### config.mk
export PLATFORM = sky130hd
export DESIGN_NAME = axi_lite_reg_router
export DESIGN_NICKNAME = d
export VERILOG_FILES = /design/src/rtl/axi_lite_reg_router.sv
export SDC_FILE = /design/constraint.sdc
export NUM_CORES = 1
export LEC_CHECK = 0
export CAP_MARGIN = 20
export CORE_MARGIN = 2
export CORE_UTILIZATION = 43
export DETAILED_ROUTE_END_ITERATION = 8
export GPL_TIMING_DRIVEN = 0
export PLACE_DENSITY = 0.95
export SYNTH_ARGS = -nofsm -noshare
export SYNTH_HDL_FRONTEND = slang
export SYNTH_SLANG_ARGS = --single-unit
### constraint.sdc
create_clock -name i_axi_clk -period 4.9 [get_ports i_axi_clk]
set_input_delay 0.49 -clock i_axi_clk [delete_from_list [all_inputs] [get_ports i_axi_clk]]
set_output_delay 0.49 -clock i_axi_clk [all_outputs]
set_load 0.03 [all_outputs]
### src/rtl/axi_lite_reg_router.sv
// axi_lite_reg_router: routes the register interface from axi_lite_slave to
// one of NUM_CLIENTS register banks, selected by address window. Each
// transaction is sequenced: request the client, wait for its strobe (bounded
// by a timeout), then return ack/data/invalid status upstream.
module axi_lite_reg_router #(
  parameter int ADDR_WIDTH       = 32,
  parameter int DATA_WIDTH       = 32,
  parameter int NUM_CLIENTS      = 4,
  parameter int CLIENT_ADDR_BITS = 8,
  parameter int TIMEOUT_CYCLES   = 256
) (
  input  logic                              i_axi_clk,
  input  logic                              i_axi_rst,
  input  logic [ADDR_WIDTH-1:0]             i_reg_address,
  input  logic                              i_reg_in_rdy,
  input  logic [DATA_WIDTH-1:0]             i_reg_in_data,
  output logic                              o_reg_in_ack_stb,
  input  logic                              i_reg_out_req,
  output logic                              o_reg_out_rdy_stb,
  output logic [DATA_WIDTH-1:0]             o_reg_out_data,
  output logic                              o_reg_invalid_addr,
  output logic [CLIENT_ADDR_BITS-1:0]       o_cl_address,
  output logic [DATA_WIDTH-1:0]             o_cl_in_data,
  output logic [NUM_CLIENTS-1:0]            o_cl_in_rdy,
  input  logic [NUM_CLIENTS-1:0]            i_cl_in_ack_stb,
  output logic [NUM_CLIENTS-1:0]            o_cl_out_req,
  input  logic [NUM_CLIENTS-1:0]            i_cl_out_rdy_stb,
  input  logic [NUM_CLIENTS*DATA_WIDTH-1:0] i_cl_out_data,
  input  logic [NUM_CLIENTS-1:0]            i_cl_invalid_addr,
  output logic                              o_timeout_stb
);

  localparam int SEL_BITS = (NUM_CLIENTS > 1) ? $clog2(NUM_CLIENTS) : 1;
  localparam int CNT_W    = $clog2(TIMEOUT_CYCLES);
  localparam int HI_LSB   = CLIENT_ADDR_BITS + SEL_BITS;
  localparam logic [SEL_BITS:0] NUM_CL   = (SEL_BITS+1)'(NUM_CLIENTS);
  // The counter starts at 0 in the first wait cycle, so the last wait cycle
  // is TIMEOUT_CYCLES-1; completing there puts the strobe exactly
  // TIMEOUT_CYCLES cycles after the client request was first asserted.
  localparam logic [CNT_W-1:0]  CNT_LAST = CNT_W'(TIMEOUT_CYCLES - 1);

  typedef enum logic [1:0] {
    IDLE    = 2'd0,
    WR_WAIT = 2'd1,
    RD_WAIT = 2'd2,
    DONE    = 2'd3
  } state_e;

  state_e                state_q, state_d;
  logic [SEL_BITS-1:0]   sel_q, sel_d;
  logic [CNT_W-1:0]      cnt_q, cnt_d;
  logic                  done_rd_q, done_rd_d;

  logic                        in_ack_d, out_rdy_d, invalid_d, timeout_d;
  logic [DATA_WIDTH-1:0]       rdata_d, wdata_d;
  logic [CLIENT_ADDR_BITS-1:0] addr_d;
  logic [NUM_CLIENTS-1:0]      cl_in_rdy_d, cl_out_req_d;

  // Address decode of the pending upstream request.
  logic [SEL_BITS-1:0]   req_idx;
  logic [ADDR_WIDTH-1:0] hi_bits;
  logic                  req_miss;

  assign req_idx  = i_reg_address[CLIENT_ADDR_BITS +: SEL_BITS];
  assign hi_bits  = i_reg_address >> HI_LSB;
  assign req_miss = ({1'b0, req_idx} >= NUM_CL) || (|hi_bits);

  // Client read data viewed as one word per client.
  logic [DATA_WIDTH-1:0] cl_rdata [NUM_CLIENTS];
  for (genvar k = 0; k < NUM_CLIENTS; k++) begin : g_unpack
    assign cl_rdata[k] = i_cl_out_data[k*DATA_WIDTH +: DATA_WIDTH];
  end

  logic cnt_expired;
  assign cnt_expired = (cnt_q == CNT_LAST);

  // Next-state and next-output logic for the transaction sequencer.
  always_comb begin
    // NOTE: every signal gets a default before the case statement, so no
    // path through this block leaves a value unassigned and no latch is
    // inferred.
    state_d      = state_q;
    sel_d        = sel_q;
    cnt_d        = cnt_q;
    done_rd_d    = done_rd_q;
    addr_d       = o_cl_address;
    wdata_d      = o_cl_in_data;
    rdata_d      = o_reg_out_data;
    cl_in_rdy_d  = o_cl_in_rdy;
    cl_out_req_d = o_cl_out_req;
    in_ack_d     = 1'b0;
    out_rdy_d    = 1'b0;
    invalid_d    = 1'b0;
    timeout_d    = 1'b0;

    unique case (state_q)
      IDLE: begin
        // A write wins when both requests arrive together; the held read is
        // picked up once the write has passed through DONE.
        if (i_reg_in_rdy) begin
          done_rd_d = 1'b0;
          if (req_miss) begin
            in_ack_d  = 1'b1;
            invalid_d = 1'b1;
            state_d   = DONE;
          end else begin
            sel_d                = req_idx;
            addr_d               = i_reg_address[CLIENT_ADDR_BITS-1:0];
            wdata_d              = i_reg_in_data;
            cl_in_rdy_d          = '0;
            cl_in_rdy_d[req_idx] = 1'b1;
            cnt_d                = '0;
            state_d              = WR_WAIT;
          end
        end else if (i_reg_out_req) begin
          done_rd_d = 1'b1;
          if (req_miss) begin
            out_rdy_d = 1'b1;
            invalid_d = 1'b1;
            rdata_d   = '0;
            state_d   = DONE;
          end else begin
            sel_d                 = req_idx;
            addr_d                = i_reg_address[CLIENT_ADDR_BITS-1:0];
            cl_out_req_d          = '0;
            cl_out_req_d[req_idx] = 1'b1;
            cnt_d                 = '0;
            state_d               = RD_WAIT;
          end
        end
      end

      WR_WAIT: begin
        // The client strobe is tested first so it wins over an expiring counter.
        if (i_cl_in_ack_stb[sel_q]) begin
          in_ack_d    = 1'b1;
          invalid_d   = i_cl_invalid_addr[sel_q];
          cl_in_rdy_d = '0;
          state_d     = DONE;
        end else if (cnt_expired) begin
          in_ack_d    = 1'b1;
          invalid_d   = 1'b1;
          timeout_d   = 1'b1;
          cl_in_rdy_d = '0;
          state_d     = DONE;
        end else begin
          cnt_d = cnt_q + 1'b1;
        end
      end

      RD_WAIT: begin
        if (i_cl_out_rdy_stb[sel_q]) begin
          out_rdy_d    = 1'b1;
          invalid_d    = i_cl_invalid_addr[sel_q];
          rdata_d      = cl_rdata[sel_q];
          cl_out_req_d = '0;
          state_d      = DONE;
        end else if (cnt_expired) begin
          out_rdy_d    = 1'b1;
          invalid_d    = 1'b1;
          timeout_d    = 1'b1;
          rdata_d      = '0;
          cl_out_req_d = '0;
          state_d      = DONE;
        end else begin
          cnt_d = cnt_q + 1'b1;
        end
      end

      DONE: begin
        // Leave once the request just served has been released, so a held
        // level cannot re-trigger while a different pending request can
        // still proceed.
        if (done_rd_q ? !i_reg_out_req : !i_reg_in_rdy) begin
          state_d = IDLE;
        end
      end

      default: state_d = IDLE;
    endcase
  end

  // State, counter and registered outputs; reset clears all of them.
  always_ff @(posedge i_axi_clk or negedge i_axi_rst) begin
    if (!i_axi_rst) begin
      state_q            <= IDLE;
      sel_q              <= '0;
      cnt_q              <= '0;
      done_rd_q          <= 1'b0;
      o_reg_in_ack_stb   <= 1'b0;
      o_reg_out_rdy_stb  <= 1'b0;
      o_reg_out_data     <= '0;
      o_reg_invalid_addr <= 1'b0;
      o_cl_address       <= '0;
      o_cl_in_data       <= '0;
      o_cl_in_rdy        <= '0;
      o_cl_out_req       <= '0;
      o_timeout_stb      <= 1'b0;
    end else begin
      // NOTE: non-blocking assignments so every register updates from the
      // values of the previous cycle, independent of statement order.
      state_q            <= state_d;
      sel_q              <= sel_d;
      cnt_q              <= cnt_d;
      done_rd_q          <= done_rd_d;
      o_reg_in_ack_stb   <= in_ack_d;
      o_reg_out_rdy_stb  <= out_rdy_d;
      o_reg_out_data     <= rdata_d;
      o_reg_invalid_addr <= invalid_d;
      o_cl_address       <= addr_d;
      o_cl_in_data       <= wdata_d;
      o_cl_in_rdy        <= cl_in_rdy_d;
      o_cl_out_req       <= cl_out_req_d;
      o_timeout_stb      <= timeout_d;
    end
  end

endmodule

# After elaboration in Yosys (flattened, before gate mapping)
# Cells that the tools add are included.
classes:
  reduce_logical: 16
  n_bitwise: 2
  n_lt_le_gt_ge: 4
  n_mux: 67
  eq_ne: 15
  addsub: 1
ops:
  columns: ["operator", "count"]
  rows:
  - ["$mux W32", 7]
  - ["$mux W8", 9]
  - ["$bmux W32 S2", 1]
  - ["$pmux W32 S2", 1]
  - ["$mux W4", 7]
  - ["$pmux W8 S3", 1]
  - ["$reduce_or A22 Y1", 1]
  - ["$mux W1", 20]
  - ["$mux W2", 10]
  - ["$ne A2 B2 Y1 const B", 8]
  - ["$pmux W4 S2", 2]
  - ["$reduce_and A5 Y1", 2]
  - ["$ne A3 B3 Y1 const B", 3]
  - ["$add A8 B1 Y8 const B", 1]
  - ["$eq A8 B8 Y1 const B", 1]
  - ["$pmux W2 S4", 1]
  - ["$reduce_and A4 Y1", 2]
  - ["$bmux W1 S2", 3]
  - ["$lt A2 B3 Y1 const B", 2]
  - ["$pmux W1 S2", 3]
  - ["$reduce_bool A2 Y1", 3]
  - ["$eq A2 B2 Y1 const B", 2]
  - ["$reduce_and A2 Y1", 2]
  - ["$ge A3 B3 Y1 const B", 1]
  - ["11 further kinds", 12]
word_totals:
  register_bits: 97
  output_inout_bits: 84
  inputBits: 208
  word_cells: 118

# Longest topological paths before layout
# Gate-level depths: netlist of run 1.
depth:
  word_depth: 8
  ltp_mapped: 10
  mapped_depth_nobuf: 7

# Least setup slack after synthesis of run 1
# No wires, ideal clock.
synth_path:
  kind: "register to register"
  start: "register state_q[1]"
  end: "register cnt_q[7]"
  path_stages_with_launch: 11
  t_arrival_ps: 1985
  path_buffers: 3
  required_time_ps: 4778
  path_slack_ps: 2794
  cell_sequence: "dfrtp_1 -> inv_1 -> ha_1 -> clkbuf_2 -> inv_1 -> or3_1 -> and4_4 -> buf_6 -> and2_4 -> buf_6 -> a32o_1"
synth_between:
  elab_chain_cells: 3
synth_rtl:
  columns: ["element", "line_no", "rtl"]
  rows:
  - ["start, declared", "49", "state_e state_q, state_d;"]
  - ["start signal, assigned", "202", "state_q <= state_d;"]
  - ["$eq A2 B2 Y1 (tied with other cells)", "96", "unique case (state_q)"]
  - ["$ne A2 B2 Y1 (no line) (tied with other cells)", null, null]
  - ["$reduce_and A4 Y1 (no line)", null, null]
  - ["end signal, assigned", "204", "cnt_q <= cnt_d;"]
  - ["end, declared", "51", "logic [CNT_W-1:0] cnt_q, cnt_d;"]
# Parallel ways exist; a longest one is shown, timed or not.
# A chain may end at the register's enable or synchronous reset.

# Worst setup path in the final report of run 1
layout_path:
  start: "register cnt_q[0]"
  end: "register o_reg_out_data[3]"
layout_between:
  elab_chain_cells: 3
layout_rtl:
  columns: ["element", "line_no", "rtl"]
  rows:
  - ["$eq A8 B8 Y1", "75", "assign cnt_expired = (cnt_q == CNT_LAST);"]
  - ["$ne A3 B3 Y1 (no line)", null, null]
  - ["$reduce_and A5 Y1 (no line)", null, null]
  - ["end signal, assigned", "208", "o_reg_out_data <= rdata_d;"]
  - ["end, declared", "20", "output logic [DATA_WIDTH-1:0] o_reg_out_data,"]
# No other way between the ends.

==> results of run 1 <==
[synth_stat cells (2+ instances only)]
| master | instances | area (um2) |
|---|---|---|
| mux2_2 | 76 | 855.8 |
| buf_4 | 5 | 37.54 |
| nand3_1 | 6 | 30.03 |
| nand2_1 | 19 | 71.32 |
| buf_2 | 5 | 25.02 |
| nor2_1 | 10 | 37.54 |
| buf_6 | 4 | 45.04 |
| and3_1 | 5 | 31.28 |
| nor3_1 | 6 | 30.03 |
| nand4_1 | 2 | 12.51 |
| a31oi_1 | 4 | 25.02 |
| clkbuf_1 | 8 | 30.03 |
| nor2b_1 | 36 | 225.2 |
| o21ai_0 | 12 | 60.06 |
| o2bb2ai_1 | 5 | 43.79 |
| mux2i_1 | 11 | 110.1 |
| dfrtp_1 | 97 | 2427 |
| ha_1 | 6 | 75.07 |
| nor4_1 | 5 | 31.28 |
| and2_1 | 2 | 12.51 |
| nor3b_1 | 2 | 15.01 |
| o221ai_1 | 2 | 17.52 |
| inv_1 | 9 | 33.78 |
| mux4_2 | 34 | 765.7 |
| a21oi_1 | 10 | 50.05 |
[worst min-delay path by stage]
stage / slack, ps / to / cells after the start
after global routing: 250 / o_reg_out_data[2]$_DFFE_PN0P_ / 1
after CTS: 210 / o_reg_out_data[3]$_DFFE_PN0P_ / 1
after floorplan: 190 / cnt_q[0]$_DFFE_PN0P_ / 0
final: 190 / o_reg_out_data[29]$_DFFE_PN0P_ / 1
after detailed placement: 490 / o_reg_out_data[15]$_DFFE_PN0P_ / 1
after global placement: 470 / o_cl_address[4]$_DFFE_PN0P_ / 1
[sequential cells by signal, summed over array words and instances, names as in the netlist]
signal and cells:
cnt_q 8, done_rd_q 1, o_cl_address 8, o_cl_in_data 32
o_cl_in_rdy 4, o_cl_out_req 4, o_reg_in_ack_stb 1, o_reg_invalid_addr 1
o_reg_out_data 32, o_reg_out_rdy_stb 1, o_timeout_stb 1, sel_q 2
state_q 2
[layer usage]
layer  track usage, %  share of wire (%)
met4            9.639                3.2
met5                0                  0
met1            28.96                 36
met3            7.380                9.3
met2            48.39                 52
[power groups by stage]
stage / Clock (W) / Sequential (W) / Combinational, W
2_1_floorplan: 0 / 0.00128 / 0.000616
3_3_place_gp: 0 / 0.00104 / 0.00142
3_5_place_dp: 0 / 0.00105 / 0.00148
4_1_cts: 0.000735 / 0.00104 / 0.00148
5_1_grt: 0.000763 / 0.00106 / 0.00157
6_report: 0.000728 / 0.00104 / 0.00149
[worst max-delay path, stage by stage, from the launching register on]
cell and delay [ps]:
dfrtp_1 440, ha_1 270, and4_1 310, nand2_1 170, a31o_2 320, a21oi_2 360, buf_4 280, mux2_2 360
[metrics by stage]
step	hold slack (ps)	instances	setup slack [ps]	setup TNS (ps)	util, %
2_1_floorplan	194.4	408	2794	0	-
3_3_place_gp	467.5	867	-123.9	-11410	70.04
3_5_place_dp	494.4	868	1984	0	70.25
4_1_cts	211.2	884	2320	0	72.80
5_1_grt	248.0	884	2135	0	72.80
6_report	193.8	884	2271	0	72.80
[logic make-up after synthesis]
| logic type | Yosys count | share of synthesized area [%] |
|---|---|---|
| buf+inv | 33 | 3.383 |
| simple gates | 102 | 10.76 |
| flops | 97 | 45.58 |
| fa+ha+maj | 6 | 1.410 |
| mux | 122 | 32.73 |
| compound gates | 48 | 6.133 |
[cell type report]
class	instances	area (um2)
fill	827	3281
timing repair buffer	292	2938
multi-input combinational	278	2718
sequential	97	2427
clock buffer	12	256.5
tap	168	210.2
buffer	24	146.4
clock inverter	4	51.30
inverter	9	33.78
==> impl_metrics.json, run 1 <==
{
  "synth_flop_cell": "dfrtp_1",
  "io_buffers": 291,
  "syn_nets": 622,
  "syn_to_final_growth_pct": 64.90,
  "nets": 925,
  "dr_total_vias": 4772,
  "cts_root_buf": "clkbuf_16",
  "fin_skew_ps": 6.429,
  "io_pins": 292,
  "pwr-share-clk_pct": 22.3,
  "clk_pin_slew_ps": 60,
  "pwr-share-seq_pct": 32.0,
  "final_antenna_net_count": 0,
  "cts_resized": 0,
  "diodes": 0,
  "dieArea_mm2": 0.01329,
  "synth_edf_count": 0,
  "combPwrFrac_pct": 45.6,
  "drt_wl_total_mm": 17.92,
  "synth_warnings": 0,
  "clock_latency_ps": 340,
  "dr.pass1.iters": 4,
  "grt_max_degree": 50,
  "antenna_found_initial": 0,
  "place_area_mm2": 0.008473,
  "setup_viol": 0,
  "layout_commonest_cell": "clkdlybuf4s50_1",
  "total_power_w": 0.003256,
  "avgSynthCellArea_um2": 13.05,
  "internal-power_w": 0.002073,
  "rsz0062_at_grt": "false",
  "wl_per_cell_um": 20.27,
  "worstSetupEndpointType": "register",
  "post-route-drc-count": 0,
  "endpoint": "o_reg_out_data[3]$_DFFE_PN0P_",
  "place.detailed.hpwl_mm": 14.11,
  "die_h_um": 115.3,
  "hold_class": "input port to async pin",
  "drv_cap": 0,
  "mostFrequentLayoutCells": "clkdlybuf4s50_1 (290), dfrtp_1 (97), mux2_2 (76)",
  "cts_made_buffers": 9,
  "drive_gt1_share_pct": 21.09,
  "cts_max_level": 3,
  "seq_area_frac_synth_pct": 45.58,
  "die_w_um": 115.3,
  "grt_pass1_vias": 5144,
  "worstMarginPinSlew_ps": 694.9,
  "yosys.cell_types.count": 52,
  "r2r-end": "o_reg_out_data[3]$_DFFE_PN0P_",
  "post_cts_buffers": 0,
  "fp.coreArea_mm2": 0.01206,
  "grt_pass1_wl_mm": 26.81,
  "gp_congestion": 0.8635,
  "cts.sinks": 97,
  "max_freq_ghz": 0.3804,
  "finalHoldViolCount": 0,
  "worstPathMaxFanout": 10,
  "grt.overflow.total": 0,
  "cp_data_required_time_ps": 5120,
  "drt_iter0_markers": 274,
  "drt-vias-per-instance": 5.398,
  "power_density_mw_per_mm2": 370.8,
  "rr_worst_depth": 7,
  "startpoint": "cnt_q[0]$_DFFE_PN0P_",
  "cts_tree": "done",
  "synth_seq_cells": 97,
  "syn-cell-area_mm2": 0.005325,
  "std_cell_rows": 40,
  "status": "complete, no violations",
  "cts_hold_buf": 0,
  "switching_share_pct": 36.35,
  "netlist_instances": 408,
  "crit_arrival_ps": 2850,
  "rrSetupSlack_ps": 2270,
  "post-route-period-util_pct": 53.65,
  "layout_min_cycle_time_ps": 2629,
  "p_leak_nw": 3.617,
  "crit_type": "register to register",
  "clk_path_buf_depth": 2,
  "cp-start-kind": "register",
  "final_area_mm2": 0.008781,
  "start_util_pct": 44.15,
  "synthArstFlopShare_pct": 100.0,
  "ir_drop_v": 0.0001819,
  "slew_headroom_pct": 53.67,
  "power_switching_w": 0.001184,
  "track_usage_pct": 26.34,
  "r2r-start": "cnt_q[0]$_DFFE_PN0P_",
  "slew_violations": 0
}
No activity file was read; power rests on OpenSTA's default activity.
==> run 2, diff against run 1 <==
--- a/config.mk
+++ b/config.mk
@@ -7,10 +7,10 @@
 export LEC_CHECK = 0
 export CAP_MARGIN = 20
 export CORE_MARGIN = 2
-export CORE_UTILIZATION = 43
+export CORE_UTILIZATION = 36
 export DETAILED_ROUTE_END_ITERATION = 8
 export GPL_TIMING_DRIVEN = 0
-export PLACE_DENSITY = 0.95
+export PLACE_DENSITY = 0.87
 export SYNTH_ARGS = -nofsm -noshare
 export SYNTH_HDL_FRONTEND = slang
 export SYNTH_SLANG_ARGS = --single-unit
==> constraint.sdc (replaced) <==
create_clock -name i_axi_clk -period 2.19 [get_ports i_axi_clk]
set_input_delay 0.219 -clock i_axi_clk [delete_from_list [all_inputs] [get_ports i_axi_clk]]
set_output_delay 0.219 -clock i_axi_clk [all_outputs]
set_load 0.03 [all_outputs]
==> run 2 against run 1 <==
Register-to-register slack lost 2300 ps. Utilization is 11 points lower. Fmax rose by 20%. Critical path depth rose by 2. Sequential cell count did not move. Clock-buffer cell count fell by 3. Global-route usage shrank 4.1 points. Clock skew up 1.2 ps. Combinational power up 150%. Critical endpoint is now o_reg_out_data[15]$_DFFE_PN0P_. Largest power group unchanged.
==> impl_metrics.json, run 2 (synthesis gave the netlist of run 1 again) <==
{
  "status": "complete, no violations",
  "crit_chain": "buf_4 -> buf_4 -> ha_1 -> buf_6 -> a31o_4 -> a21oi_4 -> buf_12 -> buf_8 -> mux2_2",
  "crit_arrival_ps": 2420,
  "cp_data_required_time_ps": 2420,
  "place.detailed.hpwl_mm": 14.20,
  "gp_congestion": 0.8856,
  "critical_path_buf_inv_count": 5,
  "cts_max_level": 3,
  "io_buffers": 291,
  "clk_pin_slew_ps": 70,
  "ir_drop_v": 0.0004769,
  "worstPathMaxFanout": 10,
  "slew_violations": 0,
  "cts_root_buf": "clkbuf_16",
  "setup_viol": 0,
  "cts_tree": "done",
  "cts.sinks": 97,
  "power_density_mw_per_mm2": 831.0,
  "track_usage_pct": 22.20,
  "drt_wl_total_mm": 17.85,
  "top_regs": "o_cl_in_data: 32 flops, o_reg_out_data: 32 flops",
  "mostFrequentLayoutCells": "clkdlybuf4s50_1 (290), dfrtp_1 (96), mux2_2 (76)",
  "cts_made_buffers": 9,
  "post-route-period-util_pct": 99.85,
  "die_w_um": 125.6,
  "layout_min_cycle_time_ps": 2187,
  "grt_pass1_wl_mm": 27.21,
  "dpl_worst_slack_ps": -468.8,
  "nets": 936,
  "post-route-drc-count": 0,
  "slowest_delay_ps": 390,
  "rr_worst_depth": 9,
  "place_area_mm2": 0.008493,
  "clock_latency_ps": 350,
  "cp_top_family": "buffers and inverters",
  "start_util_pct": 36.78,
  "clk_path_buf_depth": 2,
  "io_pins": 292,
  "grt_max_degree": 51,
  "die_h_um": 125.6,
  "drv_cap": 0,
  "cp-start-kind": "register",
  "drt-vias-per-instance": 5.270,
  "max_freq_ghz": 0.4573,
  "final_area_mm2": 0.008970,
  "drive_gt1_share_pct": 24.48,
  "final_antenna_net_count": 0,
  "n_fill_cell": 1124,
  "grt_pass1_vias": 5117,
  "cp.depth": 9,
  "antenna_found_initial": 0,
  "syn_to_final_growth_pct": 68.44,
  "drt_iter0_markers": 274,
  "worstSetupEndpointType": "register",
  "p_leak_nw": 3.702,
  "layout_commonest_cell": "clkdlybuf4s50_1",
  "grt.overflow.total": 0,
  "fin_skew_ps": 7.630,
  "diodes": 0,
  "setup_ws_ps": 3.269,
  "slew_headroom_pct": 53.83,
  "wl_per_cell_um": 19.60,
  "std_cell_rows": 44,
  "hold_class": "input port to async pin",
  "dieArea_mm2": 0.01578,
  "worstMarginPinSlew_ps": 692.6,
  "register_area_mm2": 0.002429,
  "multi_input_area_mm2": 0.002770,
  "rsz0062_at_grt": "true",
  "dr_total_vias": 4801,
  "crit_type": "register to register",
  "cp_slowest_cell": "dfrtp_1",
  "finalHoldViolCount": 0,
  "timing.critical_path.mode_cell": "buf_4",
  "fp.coreArea_mm2": 0.01448,
  "dr.pass1.iters": 4
}
-- run 2: changes by cell type in the layout (fill, tap and decap cells not counted), moves of 3 or more --
cell      delta
clkbuf_1     -8
buf_4        +5
clkbuf_2     +4
buf_6        +3
buf_8        +3
-- run 2: path summary, 6_finish.rpt --
path                       slack [ps]                             end                         from
setup reg to reg                    3  o_reg_out_data[15]$_DFFE_PN0P_       state_q[1]$_DFFE_PN0P_
setup / recovery                    3  o_reg_out_data[15]$_DFFE_PN0P_       state_q[1]$_DFFE_PN0P_
hold / removal                    480   o_reg_out_data[2]$_DFFE_PN0P_                    i_axi_rst
min in group i_axi_clk            480    o_cl_in_data[10]$_DFFE_PN0P_            i_reg_in_data[10]
max in group asynchronous        1040     o_cl_in_data[2]$_DFFE_PN0P_                    i_axi_rst
hold reg to reg                   500     o_cl_address[4]$_DFFE_PN0P_  o_cl_address[4]$_DFFE_PN0P_
-- run 2: routing by layer --
metal  part of all wire, %  global-route usage (%)  vias up
met5                     0                       0        -
met4                   2.4                   8.497        0
met3                   8.4                   6.245       29
met2                    52                   40.16      251
met1                    37                   24.75     2367
li1                      -                       -     2154
-- run 2: where the power goes --
| group | leakage, nW | total, W | internal [W] | switching (W) |
|---|---|---|---|---|
| Combinational | 2.24 | 0.00368 | 0.00183 | 0.00184 |
| Clock | 0.131 | 0.00146 | 0.000767 | 0.000696 |
| Sequential | 1.33 | 0.00231 | 0.00212 | 0.000194 |
-- run 2: final cells by class --
class | count | area share, %
buffer | 24 | 2.218
clock buffer | 9 | 2.511
sequential | 97 | 27.07
tap | 184 | 2.567
clock inverter | 7 | 0.5301
inverter | 9 | 0.3766
timing repair buffer | 303 | 33.84
multi-input combinational | 278 | 30.88
-- run 2: worst register-to-register path: stages (launching register included) --
cell and delay [ps]:
dfrtp_1 390, buf_4 140, buf_4 130, ha_1 200
buf_6 150, a31o_4 250, a21oi_4 180, buf_12 150
buf_8 140, mux2_2 340
-- run 2: timing repair --
item	CTS	global route
gates resized for setup	21	15
endpoints found under the hold margin	49	0
setup endpoints to repair	84	67
pin swaps	1	3
buffers inserted	7	3
hold buffers	1	0
-- run 2: metrics by stage --
stage / util (%) / power (W) / setup TNS [ps] / hold slack, ps / instances
after floorplan: - / 0.004246 / 0 / -76.59 / 408
after global placement: 58.49 / 0.005541 / -282060 / 469.3 / 883
after detailed placement: 58.66 / 0.005657 / -27040 / 301.5 / 884
after CTS: 61.54 / 0.007383 / 0 / 465.6 / 908
after global routing: 61.95 / 0.007804 / -845.6 / 476.8 / 911
final: 61.95 / 0.007454 / 0 / 478.2 / 911
==> run 3, diff against run 2 <==
--- a/config.mk
+++ b/config.mk
@@ -6,6 +6,7 @@
 export NUM_CORES = 1
 export LEC_CHECK = 0
 export CAP_MARGIN = 20
+export CORE_ASPECT_RATIO = 0.7
 export CORE_MARGIN = 2
 export CORE_UTILIZATION = 36
 export DETAILED_ROUTE_END_ITERATION = 8
==> constraint.sdc (replaced) <==
create_clock -name i_axi_clk -period 2.19 [get_ports i_axi_clk]
set_input_delay 0.438 -clock i_axi_clk [delete_from_list [all_inputs] [get_ports i_axi_clk]]
set_output_delay 0.438 -clock i_axi_clk [all_outputs]
set_load 0.03 [all_outputs]
==> run 3 against run 2 <==
Cell count rose by 2.0%. Fmax rose by 1.9%. Largest cell class unchanged. Routed wire length rose by 0.50%. Highest routed layer unchanged.
==> impl_metrics.json, run 3 (synthesis gave the netlist of run 1 again) <==
{
  "cts.sinks": 97,
  "grt_pass1_vias": 5133,
  "p_leak_nw": 3.782,
  "track_usage_pct": 22.32,
  "post-route-drc-count": 0,
  "finalHoldViolCount": 0,
  "status": "complete, no violations",
  "slew_violations": 0,
  "drt_wl_total_mm": 17.94,
  "worstSetupEndpointType": "register",
  "post-route-period-util_pct": 98.00,
  "grt_max_degree": 58,
  "io_pins": 292,
  "dp.cells": 895,
  "std_cell_rows": 37,
  "worstMarginPinSlew_ps": 572.1,
  "fp.coreArea_mm2": 0.01458,
  "io_buffers": 291,
  "dieArea_mm2": 0.01580,
  "place.detailed.hpwl_mm": 13.91,
  "power_density_mw_per_mm2": 850.0,
  "syn_to_final_growth_pct": 71.97,
  "cts_hold_buf": 0,
  "crit_arrival_ps": 2380,
  "drive_gt1_share_pct": 26.29,
  "layout_commonest_cell": "clkdlybuf4s50_1",
  "clk_path_buf_depth": 2,
  "drt_iter0_markers": 194,
  "slew_headroom_pct": 61.86,
  "rr_worst_depth": 8,
  "mostFrequentLayoutCells": "clkdlybuf4s50_1 (290), dfrtp_1 (96), mux2_2 (76)",
  "clk_pin_slew_ps": 70,
  "grt_pass1_wl_mm": 27.25,
  "setup_ws_ps": 43.73,
  "fin_skew_ps": 6.888,
  "cts_max_level": 3,
  "final_cells": 929,
  "rsz0062_at_grt": "true",
  "drt-vias-per-instance": 5.125,
  "layout_min_cycle_time_ps": 2146,
  "gp_congestion": 0.8276,
  "dr.pass1.iters": 5,
  "dpl_worst_slack_ps": -646.0,
  "die_w_um": 149.4,
  "nets": 944,
  "drv_cap": 0,
  "diodes": 0,
  "cts_made_buffers": 9,
  "antenna_found_initial": 0,
  "cts_root_buf": "clkbuf_16",
  "die_h_um": 105.8,
  "max_freq_ghz": 0.4659,
  "setup_viol": 0,
  "start_util_pct": 36.52,
  "cts_tree": "done",
  "hold_class": "input port to async pin",
  "dr_total_vias": 4761,
  "clock_latency_ps": 340,
  "cp-start-kind": "register",
  "cp_data_required_time_ps": 2420,
  "top_regs": "o_cl_in_data: 32 flops, o_reg_out_data: 32 flops",
  "grt.overflow.total": 0,
  "post-route-util_pct": 62.80,
  "n_fill_cell": 1097,
  "final_antenna_net_count": 0,
  "worstPathMaxFanout": 5,
  "rrSetupSlack_ps": 40,
  "crit_type": "register to register",
  "ir_drop_v": 0.0004532,
  "wl_per_cell_um": 19.31
}
-- run 3: changes by cell type in the layout (fill, tap and decap cells not counted), moves of 3 or more --
cell	before	now
nor4_2	0	4
buf_4	11	17
buf_6	7	11
clkinv_2	3	0
inv_6	0	3
nor4_1	5	1
-- run 3: final cells by class --
class	count	area, um2	area share (%)
clock inverters	6	97.59	1.066
repair buffers	311	3109	33.95
plain buffers	24	200.2	2.186
flip-flops and latches	97	2429	26.52
well taps	195	244.0	2.664
inverters	9	33.78	0.3689
multi-input cells	278	2819	30.78
clock buffers	9	225.2	2.459
-- run 3: worst paths after layout --
path,from,to
max reg2reg,cnt_q[1]$_DFFE_PN0P_,o_reg_out_data[10]$_DFFE_PN0P_
min,i_axi_rst,o_reg_out_data[2]$_DFFE_PN0P_
max,cnt_q[1]$_DFFE_PN0P_,o_reg_out_data[10]$_DFFE_PN0P_
min reg2reg,o_cl_address[3]$_DFFE_PN0P_,o_cl_address[3]$_DFFE_PN0P_
max in group asynchronous,i_axi_rst,o_cl_address[5]$_DFFE_PN0P_
min in group i_axi_clk,o_cl_address[3]$_DFFE_PN0P_,o_cl_address[3]$_DFFE_PN0P_
-- run 3: metal layers --
metal	vias up	GRT usage (%)	share of wire [%]
met3	27	8.831	9.7
met5	-	0	0
met4	0	6.871	2.0
met1	2345	24.80	37
li1	2158	-	-
met2	231	39.25	51
-- run 3: metrics by stage --
step           power [W]  area (um2)  TNS (ps)  hold WS, ps
2_1_floorplan   0.004246        5325         0        142.4
4_1_cts         0.007674        9019         0        92.99
6_report        0.007784        9158         0        83.54
3_3_place_gp    0.005523        8482   -307670        476.3
5_1_grt         0.008172        9158    -596.6        119.6
3_5_place_dp    0.005652        8507    -42170        466.2
-- run 3: repair_timing --
| action | CTS | global route |
|---|---|---|
| setup endpoints to repair | 88 | 84 |
| pin swaps | 5 | 2 |
| resized for setup | 25 | 26 |
| gates cloned | 1 | 0 |
| setup buffers | 9 | 9 |
-- run 3: where the power goes --
group          switching (W)  internal, W
registers           0.000203      0.00212
clock network       0.000709      0.00102
logic                0.00186      0.00187
-- run 3: critical path, stage by stage, from the launching register on --
cell and delay, ps:
dfrtp_1 410, ha_4 180, and4_4 260, nand2_2 100, a31o_4 280, a21oi_4 160, buf_12 150, buf_4 150
mux2_2 330
